<file path="config.mk">
export PLATFORM = sky130hd
export DESIGN_NAME = readout_sched
export DESIGN_NICKNAME = d
export VERILOG_FILES = /design/src/rtl/readout_sched.sv
export SDC_FILE = /design/constraint.sdc
export NUM_CORES = 1
export LEC_CHECK = 0
export CAP_MARGIN = 20
export CELL_PAD_IN_SITES_DETAIL_PLACEMENT = 1
export CELL_PAD_IN_SITES_GLOBAL_PLACEMENT = 2
export CORE_MARGIN = 2
export CORE_UTILIZATION = 25
export DETAILED_ROUTE_END_ITERATION = 8
export GPL_ROUTABILITY_DRIVEN = 1
export PLACE_DENSITY = 0.86
export SETUP_SLACK_MARGIN = 0.2
export SYNTH_ARGS = -nofsm -noshare
export SYNTH_HDL_FRONTEND = slang
export SYNTH_SLANG_ARGS = --single-unit
</file>
<file path="constraint.sdc">
create_clock -name clk_i -period 2.97 [get_ports clk_i]
set_input_delay 0.4455 -clock clk_i [delete_from_list [all_inputs] [get_ports clk_i]]
set_output_delay 0.4455 -clock clk_i [all_outputs]
set_load 0.03 [all_outputs]
</file>
<file path="src/rtl/readout_sched.sv">
// rtl/readout_sched.sv - newest-first ring buffer readout from sample RAM to the UART tx path
// Each word takes READ -> LATCH -> SEND (waits on tx_rdy_i) -> GAP; abort and reset drop straight to IDLE.
module readout_sched #(
  parameter int AW = 5,
  parameter int DW = 32
) (
  input  logic          clk_i,
  input  logic          rst_i,
  input  logic          start_i,
  input  logic [AW-1:0] wr_ptr_i,
  input  logic [AW:0]   rd_cnt_i,
  input  logic          abort_i,
  output logic          rd_o,
  output logic [AW-1:0] addr_o,
  input  logic [DW-1:0] mem_i,
  input  logic          tx_rdy_i,
  output logic          tx_stb_o,
  output logic [DW-1:0] tx_o,
  output logic          busy_o,
  output logic          done_o
);

  localparam logic [AW:0] DEPTH_W = {1'b1, {AW{1'b0}}};

  typedef enum logic [2:0] {
    S_IDLE,
    S_READ,
    S_LATCH,
    S_SEND,
    S_GAP,
    S_DONE
  } state_t;

  state_t        state_q, state_d;
  logic [AW-1:0] ptr_q, ptr_d;
  logic [AW-1:0] addr_q, addr_d;
  logic [AW:0]   cnt_q, cnt_d;
  logic [DW-1:0] tx_q, tx_d;

  always_ff @(posedge clk_i) begin
    if (rst_i) begin
      state_q <= S_IDLE;
      ptr_q   <= '0;
      addr_q  <= '0;
      cnt_q   <= '0;
      tx_q    <= '0;
    end else begin
      state_q <= state_d;
      ptr_q   <= ptr_d;
      addr_q  <= addr_d;
      cnt_q   <= cnt_d;
      tx_q    <= tx_d;
    end
  end

  always_comb begin
    state_d  = state_q;
    ptr_d    = ptr_q;
    addr_d   = addr_q;
    cnt_d    = cnt_q;
    tx_d     = tx_q;
    rd_o     = 1'b0;
    addr_o   = addr_q;
    tx_stb_o = 1'b0;
    busy_o   = 1'b0;
    done_o   = 1'b0;

    case (state_q)
      S_IDLE: begin
        if (start_i) begin
          // wr_ptr_i points at the oldest sample, so the newest is one behind it
          ptr_d   = wr_ptr_i - AW'(1);
          cnt_d   = (rd_cnt_i > DEPTH_W) ? DEPTH_W : rd_cnt_i;
          state_d = (cnt_d == '0) ? S_DONE : S_READ;
        end
      end
      S_READ: begin
        busy_o  = 1'b1;
        rd_o    = 1'b1;
        addr_o  = ptr_q;
        addr_d  = ptr_q;
        state_d = S_LATCH;
      end
      S_LATCH: begin
        busy_o  = 1'b1;
        tx_d    = mem_i;
        ptr_d   = ptr_q - AW'(1);
        cnt_d   = cnt_q - (AW+1)'(1);
        state_d = S_SEND;
      end
      S_SEND: begin
        busy_o   = 1'b1;
        tx_stb_o = tx_rdy_i;
        if (tx_rdy_i) begin
          state_d = (cnt_q == '0) ? S_DONE : S_GAP;
        end
      end
      S_GAP: begin
        busy_o  = 1'b1;
        state_d = S_READ;
      end
      S_DONE: begin
        done_o  = 1'b1;
        state_d = S_IDLE;
      end
      default: state_d = S_IDLE;
    endcase

    // Cancellation must never leak a strobe or done pulse in the cycle it is seen
    if (rst_i || (abort_i && state_q != S_IDLE)) begin
      state_d  = S_IDLE;
      tx_stb_o = 1'b0;
      done_o   = 1'b0;
    end
  end

  assign tx_o = tx_q;

endmodule

</file>
# After elaboration in Yosys (flattened, before gate mapping)
# Index checks and enable logic that the tools add are counted.
[totals]
inputBits = 48
reg_bits = 51
word_cells = 44
[op_classes]
n_reduce_logical = 11
eq_ne = 7
muxes = 17
magnitude_cmp = 1
add_sub_neg = 3
[ops]
columns = ["operator", "n"]
rows = [
  ["case mux 3 bit (5 select lines)", 1],
  ["logical NOT 6 bit", 2],
  ["two-way mux 6 bit", 2],
  ["case mux 6 bit (2 select lines)", 1],
  ["two-way mux 5 bit", 2],
  ["case mux 5 bit (2 select lines)", 1],
  ["subtractor 5 x 1 -> 5 bit, second input constant", 2],
  ["two-way mux 3 bit", 3],
  ["two-way mux 1 bit", 7],
  ["equality test 3 x 2 -> 1 bit, second input constant", 2],
  ["equality test 3 bit, second input constant", 2],
  ["> comparator 6 bit, second input constant", 1],
  ["subtractor 6 x 1 -> 6 bit, second input constant", 1],
  ["!= test 2 bit, second input constant", 2],
  ["AND reduction 2 bit", 2],
  ["OR reduction 4 bit", 1],
  ["equality test 3 x 1 -> 1 bit, second input constant", 1],
  ["logical NOT 3 bit", 1],
  ["nonzero test 3 bit", 1],
  ["nonzero test 2 bit", 1],
  ["OR reduction 2 bit", 1],
  ["logical AND 1 bit", 1],
  ["logical OR 1 bit", 1],
]

# Longest topological paths before layout
# Gate-level depths: netlist of run 1.
[depth]
word_depth = 6
ltp_mapped = 10

# Worst setup path after synthesis of run 1
# No wires, ideal clock.
[synth_path]
kind = "reg2reg"
startpoint = "register state_q[1]"
endpoint = "register ptr_q[4]"
path_buffers = 4
synth_period_minus_slack_ns = 2.031
path_slack_ns = 0.939
arrival_ns = 1.899
path_stages_with_launch = 11
setup_ns = 0.133
path_cell_list = "dfxtp_1 -> buf_4 -> or3b_1 -> buf_2 -> buf_6 -> buf_2 -> mux2i_1 -> ha_1 -> a21oi_2 -> o211ai_1 -> a31oi_1"
[synth_between]
elab_chain_len = 3
[synth_rtl]
columns = ["element", "line_no", "rtl"]
rows = [
  ["start, declared", "34", "state_t state_q, state_d;"],
  ["start signal, assigned", "48", "state_q <= state_d;"],
  ["equality test 3 x 2 -> 1 bit or logical NOT 3 bit (tied branches)", "68", "case (state_q)"],
  ["nonzero test 2 bit (no line) or != test 2 bit (tied branches)", "--", ""],
  ["AND reduction 2 bit (no line)", "--", ""],
  ["end signal, assigned", "49", "ptr_q <= ptr_d;"],
  ["end, declared", "35", "logic [AW-1:0] ptr_q, ptr_d;"],
]
# Several ways; a longest one is shown, not always the timed one.
# A chain may end at the register's enable or synchronous reset.

# Worst setup path after layout of run 1
[layout_path]
startpoint = "register state_q[2]"
endpoint = "output addr_o[2]"
[layout_between]
elab_chain_len = 2
[layout_rtl]
columns = ["element", "line_no", "rtl"]
rows = [
  ["equality test 3 x 1 -> 1 bit", "68", ""],
  ["two-way mux 5 bit", "--", ""],
  ["end, declared", "14", "output logic [AW-1:0] addr_o,"],
]
# No other way between the ends.

==> results by group, run 1 <==
Run status
  • Outcome: finished clean

GRT
  • Grt ovf: 0
  • Largest net degree at the start of global routing: 47
  • First-pass GRT wire length: 10920 µm
  • Total global routing track utilization: 13.56%
  • Vias in the first global route: 2234
  • Initial antenna violation count: 0

Detailed routing
  • Drt first pass iters: 4
  • Antenna-violating nets left: 0
  • Routed vias/inst: 4.797
  • Drt wl/cell: 14.43 µm
  • Final WL: 6740 µm
  • Starting DRT DRC Count: 56
  • Residual DRC: 0
  • Via count: 2240

Setup path
  • Worst setup endpoint: addr_o[2]
  • End of the worst register-to-register path: ptr_q[4]
  • Arr. time, crit path: 2.15 ns
  • CP Launch Type: register
  • R2R cell count: 6
  • R2r startpoint: state_q[1]
  • Type of the worst setup path: register to output port
  • Cell family with most CP delay: buffers and inverters
  • Worst path required time: 2.52 ns
  • CP Capture Type: output port
  • Critical-path cell list: nor3b_4 > buf_4 > mux2_2 > clkdlybuf4s50_1
  • Buf/Inv on CP: 2
  • Crit. path cell count: 4
  • Setup crit start: state_q[2]
  • Flop2flop setup slack: 0.61 ns
  • Max incr delay on CP: 0.59 ns
  • Critical path's slowest cell: clkdlybuf4s50_1
  • Worst-path maximum fanout: 14

Finish
  • Register area: 1021 µm²
  • N_diodes: 0
  • Synth-to-Final Area Change: 48.02%
  • Post-layout util: 38.08%
  • Layout cells sized above 1: 7.242%
  • Area of the multi-input gates: 1115 µm²
  • Fill cells: 1047
  • Nets@finish: 409
  • Final Cell Area: 3321 µm²

Die
  • Die X: 98.73 µm
  • Rows: 34
  • CORE AREA: 8721 µm²
  • DIE AREA: 9748 µm²
  • Top-Level Pins: 89
  • Starting Density: 25.72%
  • Die Ht: 98.73 µm

Clocking
  • Sink Count: 51
  • Clk_lat worst skew: 0.29 ns
  • Longest Clk Path Bufs: 2
  • Total CTS buffers: 5
  • Root Buffer: clkbuf_8
  • H-tree level count: 2
  • Clock slew at reported path FFs: 0.09 ns
  • CTS tree: built

Placed design
  • Dpl cell area: 3204 µm²
  • GPL Wtd Cong: 0.8021
  • Pre-CTS WS: 0.4276 ns
  • Input/output buffers: 88
  • Hpwl dp: 4681 µm

Synthesis
  • FFs w/ async S/R, synth: 0%
  • Synth cell types: 43
  • Sequential area share after synthesis: 45.51%
  • Prevailing post-synth register cell: dfxtp_1
  • #FFs+latches synth: 51
  • Synth warn: 0
  • Gate Count Post-Synth: 278
  • Post-synthesis net count: 328
  • Synthesized cell area: 2243 µm²
  • Post-synth EDFFs: 0
  • Syn Area/Cell: 8.070 µm²

STA
  • Setup Viol. Count Final: 0
  • Pins Over Slew Limit: 0
  • Hold slack: 0.4299 ns
  • Slew HR: 61.80%
  • Fin. Hold Viols: 0
  • Fin crit share: 87.30%
  • Worst Slack Setup Final: 0.3771 ns
  • Fin crit period: 2.593 ns
  • Fmax: 0.3857 GHz
  • Worst Clk Skew: 0.007141 ns
  • Unrepaired setup endpoints after global routing: false
  • Sum of negative setup slack: 0 ns
  • Worst-Margin Slew: 0.5722 ns

Pwr
  • VDD IR max: 0.2085 mV
  • Lkg Pwr: 1.150 nW
  • Clock group share of total power: 30.2%
  • Flop pwr share: 47.7%
  • Logic gate share of total power: 22.1%
  • PD cells: 471.7 nW/µm²
  • Net Sw Frac: 27.67%
  • Internal cell power: 0.001133 W
  • Net Sw Power: 0.0004335 W

Min path
  • Hold path depth: 2
  • Worst hold path class: input pin to register

Flow run
  • Maximum capacitance violations: 0
==> power groups by stage <==
stage / clock network [W] / registers (W) / logic (W)
floorplan: 0 / 0.000781 / 0.000169
global placement: 0 / 0.000761 / 0.000341
detailed placement: 0 / 0.000762 / 0.000346
CTS: 0.000497 / 0.000747 / 0.000349
global route: 0.000515 / 0.000754 / 0.000378
finish: 0.000473 / 0.000747 / 0.000347
==> registers in the layout (all words and copies together), names as in the netlist <==
register	count
cnt_q	6
addr_q	5
state_q	3
tx_o	32
ptr_q	5
==> per-layer routing <==
metal / vias to the layer above / global-route usage, % / wire (µm)
li1: 1116 / - / -
met1: 1071 / 18.65 / 3280
met2: 51 / 22.34 / 3187
met3: 2 / 2.270 / 225
met4: 0 / 3.161 / 47
met5: - / 0 / 0
==> worst reg2reg max path, delay by kind of cell (launching register included) <==
kind	cells	cell delay, ns
AOI/OAI and AO/OA	3	0.38
adders and majority gates	1	0.30
DFF	1	0.69
muxes	1	0.21
and+or+nand+nor	1	0.66
==> worst min-delay path by stage <==
stage | from | end | slack [ns]
4_1_cts | rst_i | cnt_q[4] | 0.43
5_1_grt | rst_i | cnt_q[4] | 0.44
2_1_floorplan | cnt_q[2] | cnt_q[2] | 0.48
6_report | rst_i | cnt_q[4] | 0.43
3_5_place_dp | tx_o[13] | tx_o[13] | 0.45
3_3_place_gp | tx_o[18] | tx_o[18] | 0.44
==> cell usage in the layout (no fill, tap or decap), drive strengths merged, types with 2 or more instances in the layout <==
| cell | n |
|---|---|
| o2111ai | 2 |
| or3 | 3 |
| clkbuf | 6 |
| nand3 | 2 |
| ha | 2 |
| nor4b | 3 |
| nor3b | 3 |
| mux2i | 3 |
| a21oi | 39 |
| nor2 | 15 |
| buf | 8 |
| xor2 | 2 |
| clkdlybuf4s50 | 87 |
| inv | 5 |
| and2 | 2 |
| nor4 | 4 |
| nor2b | 5 |
| a211oi | 3 |
| nand3b | 2 |
| dfxtp | 51 |
| mux2 | 5 |
| a31oi | 6 |
| o21ai | 10 |
| a22oi | 3 |
| nor3 | 7 |
| nand2 | 67 |
==> cells by family (layout without fill, tap and decap cells) <==
group	after synthesis	in the layout	share of synthesized area, %
adder cells (fa/ha/maj)	2	2	1.115
AO/OA/AOI/OAI	73	73	19.47
multiplexers	8	8	3.848
AND/OR/NAND/NOR	115	115	23.59
XOR/XNOR	3	3	1.171
buffers and inverters	26	107	5.299
flip-flops	51	51	45.51
==> synth_stat cells (all sizes together) (3+ instances only) <==
library cell | instances | area share (%)
nand2 | 67 | 11
dfxtp | 51 | 46
a21oi | 39 | 8.9
nor2 | 15 | 2.5
clkbuf | 11 | 1.8
buf | 10 | 2.6
o21ai | 10 | 2.2
nor3 | 7 | 1.8
a31oi | 6 | 1.7
inv | 5 | 0.84
mux2 | 5 | 2.5
nor2b | 5 | 1.4
nor4 | 4 | 1.1
a211oi | 3 | 1.0
a22oi | 3 | 1.0
mux2i | 3 | 1.3
nor3b | 3 | 1.2
nor4b | 3 | 1.2
or3 | 3 | 0.84
==> through the flow <==
| stage | power (W) | std cells |
|---|---|---|
| 6_report | 0.001567 | 467 |
| 5_1_grt | 0.001647 | 467 |
| 4_1_cts | 0.001593 | 466 |
| 3_5_place_dp | 0.001108 | 459 |
| 3_3_place_gp | 0.001102 | 459 |
| 2_1_floorplan | 0.0009500 | 278 |
==> layout make-up <==
cell class              count  area share (%)
multi-input cells         201           33.57
flip-flops and latches     51           30.75
repair buffers             95           27.96
well taps                 108           4.069
clock buffers               6           2.185
clock inverters             1          0.9043
inverters                   5          0.5652
==> timing repair <==
| item | 4_1_cts | 5_1_grt |
|---|---|---|
| setup buffers | 0 | 1 |
| gates resized for setup | 1 | 0 |
| gates cloned | 0 | 0 |
| setup endpoints to repair | 5 | 4 |
| hold buffers | 0 | 0 |
| pin swaps | 0 | 1 |
(Power assumes the default switching activity.)
==> run 2, diff against run 1 <==
Settings changed: CORE_UTILIZATION 25 to 36, DONT_BUFFER_PORTS from default to 1, PLACE_DENSITY 0.86 to 0.85.
==> run 2 against run 1 <==
  * Clock skew shrank 0.0047 ns
  * Hold slack worse by 0.23 ns
  * Power is 8.4% lower
  * Final cell count shrank 26%
  * Combinational power decreased by 46%
  * Critical endpoint is now addr_o[0]
==> results by group, run 2 (synthesized netlist as in run 1, its figures left out) <==
Run status
  • Outcome: finished clean

Detailed routing
  • Starting DRT DRC Count: 82
  • Antenna-violating nets left: 0
  • Routed vias/inst: 5.547
  • Residual DRC: 0
  • Via count: 1908
  • Final WL: 5721 µm
  • Drt first pass iters: 4
  • Drt wl/cell: 16.63 µm

Clocking
  • # hold bufs at CTS: 0
  • Sink Count: 51
  • Longest Clk Path Bufs: 2
  • CTS tree: built
  • H-tree level count: 2
  • Clk_lat worst skew: 0.30 ns
  • # Post-CTS Setup Buffers: 0
  • Resized Gates After CTS: 0
  • Root Buffer: clkbuf_8
  • Total CTS buffers: 5
  • Clock slew at reported path FFs: 0.09 ns

STA
  • Sum of negative setup slack: 0 ns
  • Fin. Hold Viols: 0
  • Worst Clk Skew: 0.002398 ns
  • Hold slack: 0.1993 ns
  • Unrepaired setup endpoints after global routing: false
  • Fin crit period: 2.463 ns
  • Setup Viol. Count Final: 0
  • Fmax: 0.4059 GHz
  • Slew HR: 53.59%
  • Worst-Margin Slew: 0.6912 ns
  • Pins Over Slew Limit: 0
  • Fin crit share: 82.94%

GRT
  • Largest net degree at the start of global routing: 53
  • Total global routing track utilization: 17.24%
  • Vias in the first global route: 1946
  • Grt ovf: 0
  • Initial antenna violation count: 0
  • First-pass GRT wire length: 9784 µm

Setup path
  • Buf/Inv on CP: 0
  • Worst path required time: 2.52 ns
  • Worst-path maximum fanout: 16
  • CP Capture Type: output port
  • Type of the worst setup path: register to output port
  • Max incr delay on CP: 0.64 ns
  • Arr. time, crit path: 2.02 ns
  • CP Launch Type: register
  • Critical path's slowest cell: dfxtp_1
  • Cell family with most CP delay: flip-flops
  • Critical-path cell list: nor3b_2 > mux2_2

Finish
  • Cell Count, Final, Fillers Out: 344
  • Leading cell type in the layout, fill and taps excluded: nand2_1
  • Post-layout util: 40.21%
  • Max reg flops: 32
  • Fill cells: 737
  • Layout cells sized above 1: 8.550%
  • N_diodes: 0
  • Synth-to-Final Area Change: 6.749%
  • Most frequent cells in the layout: 67 x nand2_1, 51 x dfxtp_1, 38 x a21oi_1
  • Nets@finish: 319

Pwr
  • Net Sw Power: 0.0003952 W
  • Net Sw Frac: 27.54%
  • Clock group share of total power: 32.6%
  • VDD IR max: 0.2866 mV
  • Lkg Pwr: 0.8203 nW
  • PD cells: 599.2 nW/µm²
  • Flop pwr share: 54.4%
  • Internal cell power: 0.001040 W
  • Logic gate share of total power: 13.0%

Min path
  • Worst hold path class: input pin to register

Die
  • CORE AREA: 5956 µm²
  • Rows: 28
  • Die Ht: 82.94 µm
  • Top-Level Pins: 89
  • Starting Density: 37.67%
  • DIE AREA: 6879 µm²
  • Die X: 82.94 µm

Placed design
  • Hpwl dp: 3966 µm
  • Input/output buffers: 0
  • GPL Wtd Cong: 0.7628
  • Placed Cells: 337

Flow run
  • Maximum capacitance violations: 0
==> run 2: cell count changes in the layout (fill, tap and decap cells not counted) <==
cell,change
clkdlybuf4s50_1,-87
buf_4,-3
nor3b_2,+1
buf_2,-1
nor3b_4,-1
buf_12,+1
==> run 2: power groups by stage <==
stage | clock (W) | sequential [W] | combinational (W)
after detailed placement | 0 | 0.000797 | 0.000188
final | 0.000468 | 0.000780 | 0.000187
after global placement | 0 | 0.000797 | 0.000184
after global routing | 0.000515 | 0.000787 | 0.000210
after CTS | 0.000491 | 0.000781 | 0.000189
after floorplan | 0 | 0.000781 | 0.000169
==> run 2: layer usage <==
metal	GRT usage, %	routed length, µm	vias up
met5	0	0	-
met4	5.961	69	0
met3	5.567	447	7
met2	25.88	2610	62
met1	23.29	2593	902
li1	-	-	937
==> run 2: final cells by class <==
type                    count  area [µm²]  share of cell area [%]
multi-input cells         201        1109                   46.29
inverters                   5       18.77                  0.7837
clock inverters             1       30.03                   1.254
clock buffers               6       72.57                   3.030
repair buffers              5       50.05                   2.090
flip-flops and latches     51        1021                   42.63
well taps                  75       93.84                   3.918
==> run 2: path summary, 6_finish.rpt <==
check,from,to,slack (ns),cells after the start
worst min-delay path,rst_i,tx_o[23],0.20,1
worst min register to register,cnt_q[1],cnt_q[1],0.52,2
worst max-delay path,state_q[0],addr_o[0],0.51,2
worst max register to register,state_q[1],ptr_q[4],0.65,6
==> run 2: per-stage QoR <==
stage	area, µm²	power [W]	setup slack, ns
finish	2395	0.001435	0.5065
global route	2395	0.001513	0.3574
CTS	2395	0.001461	0.4565
detailed placement	2292	0.0009852	0.6609
global placement	2292	0.0009803	0.7430
floorplan	2243	0.0009500	0.9389
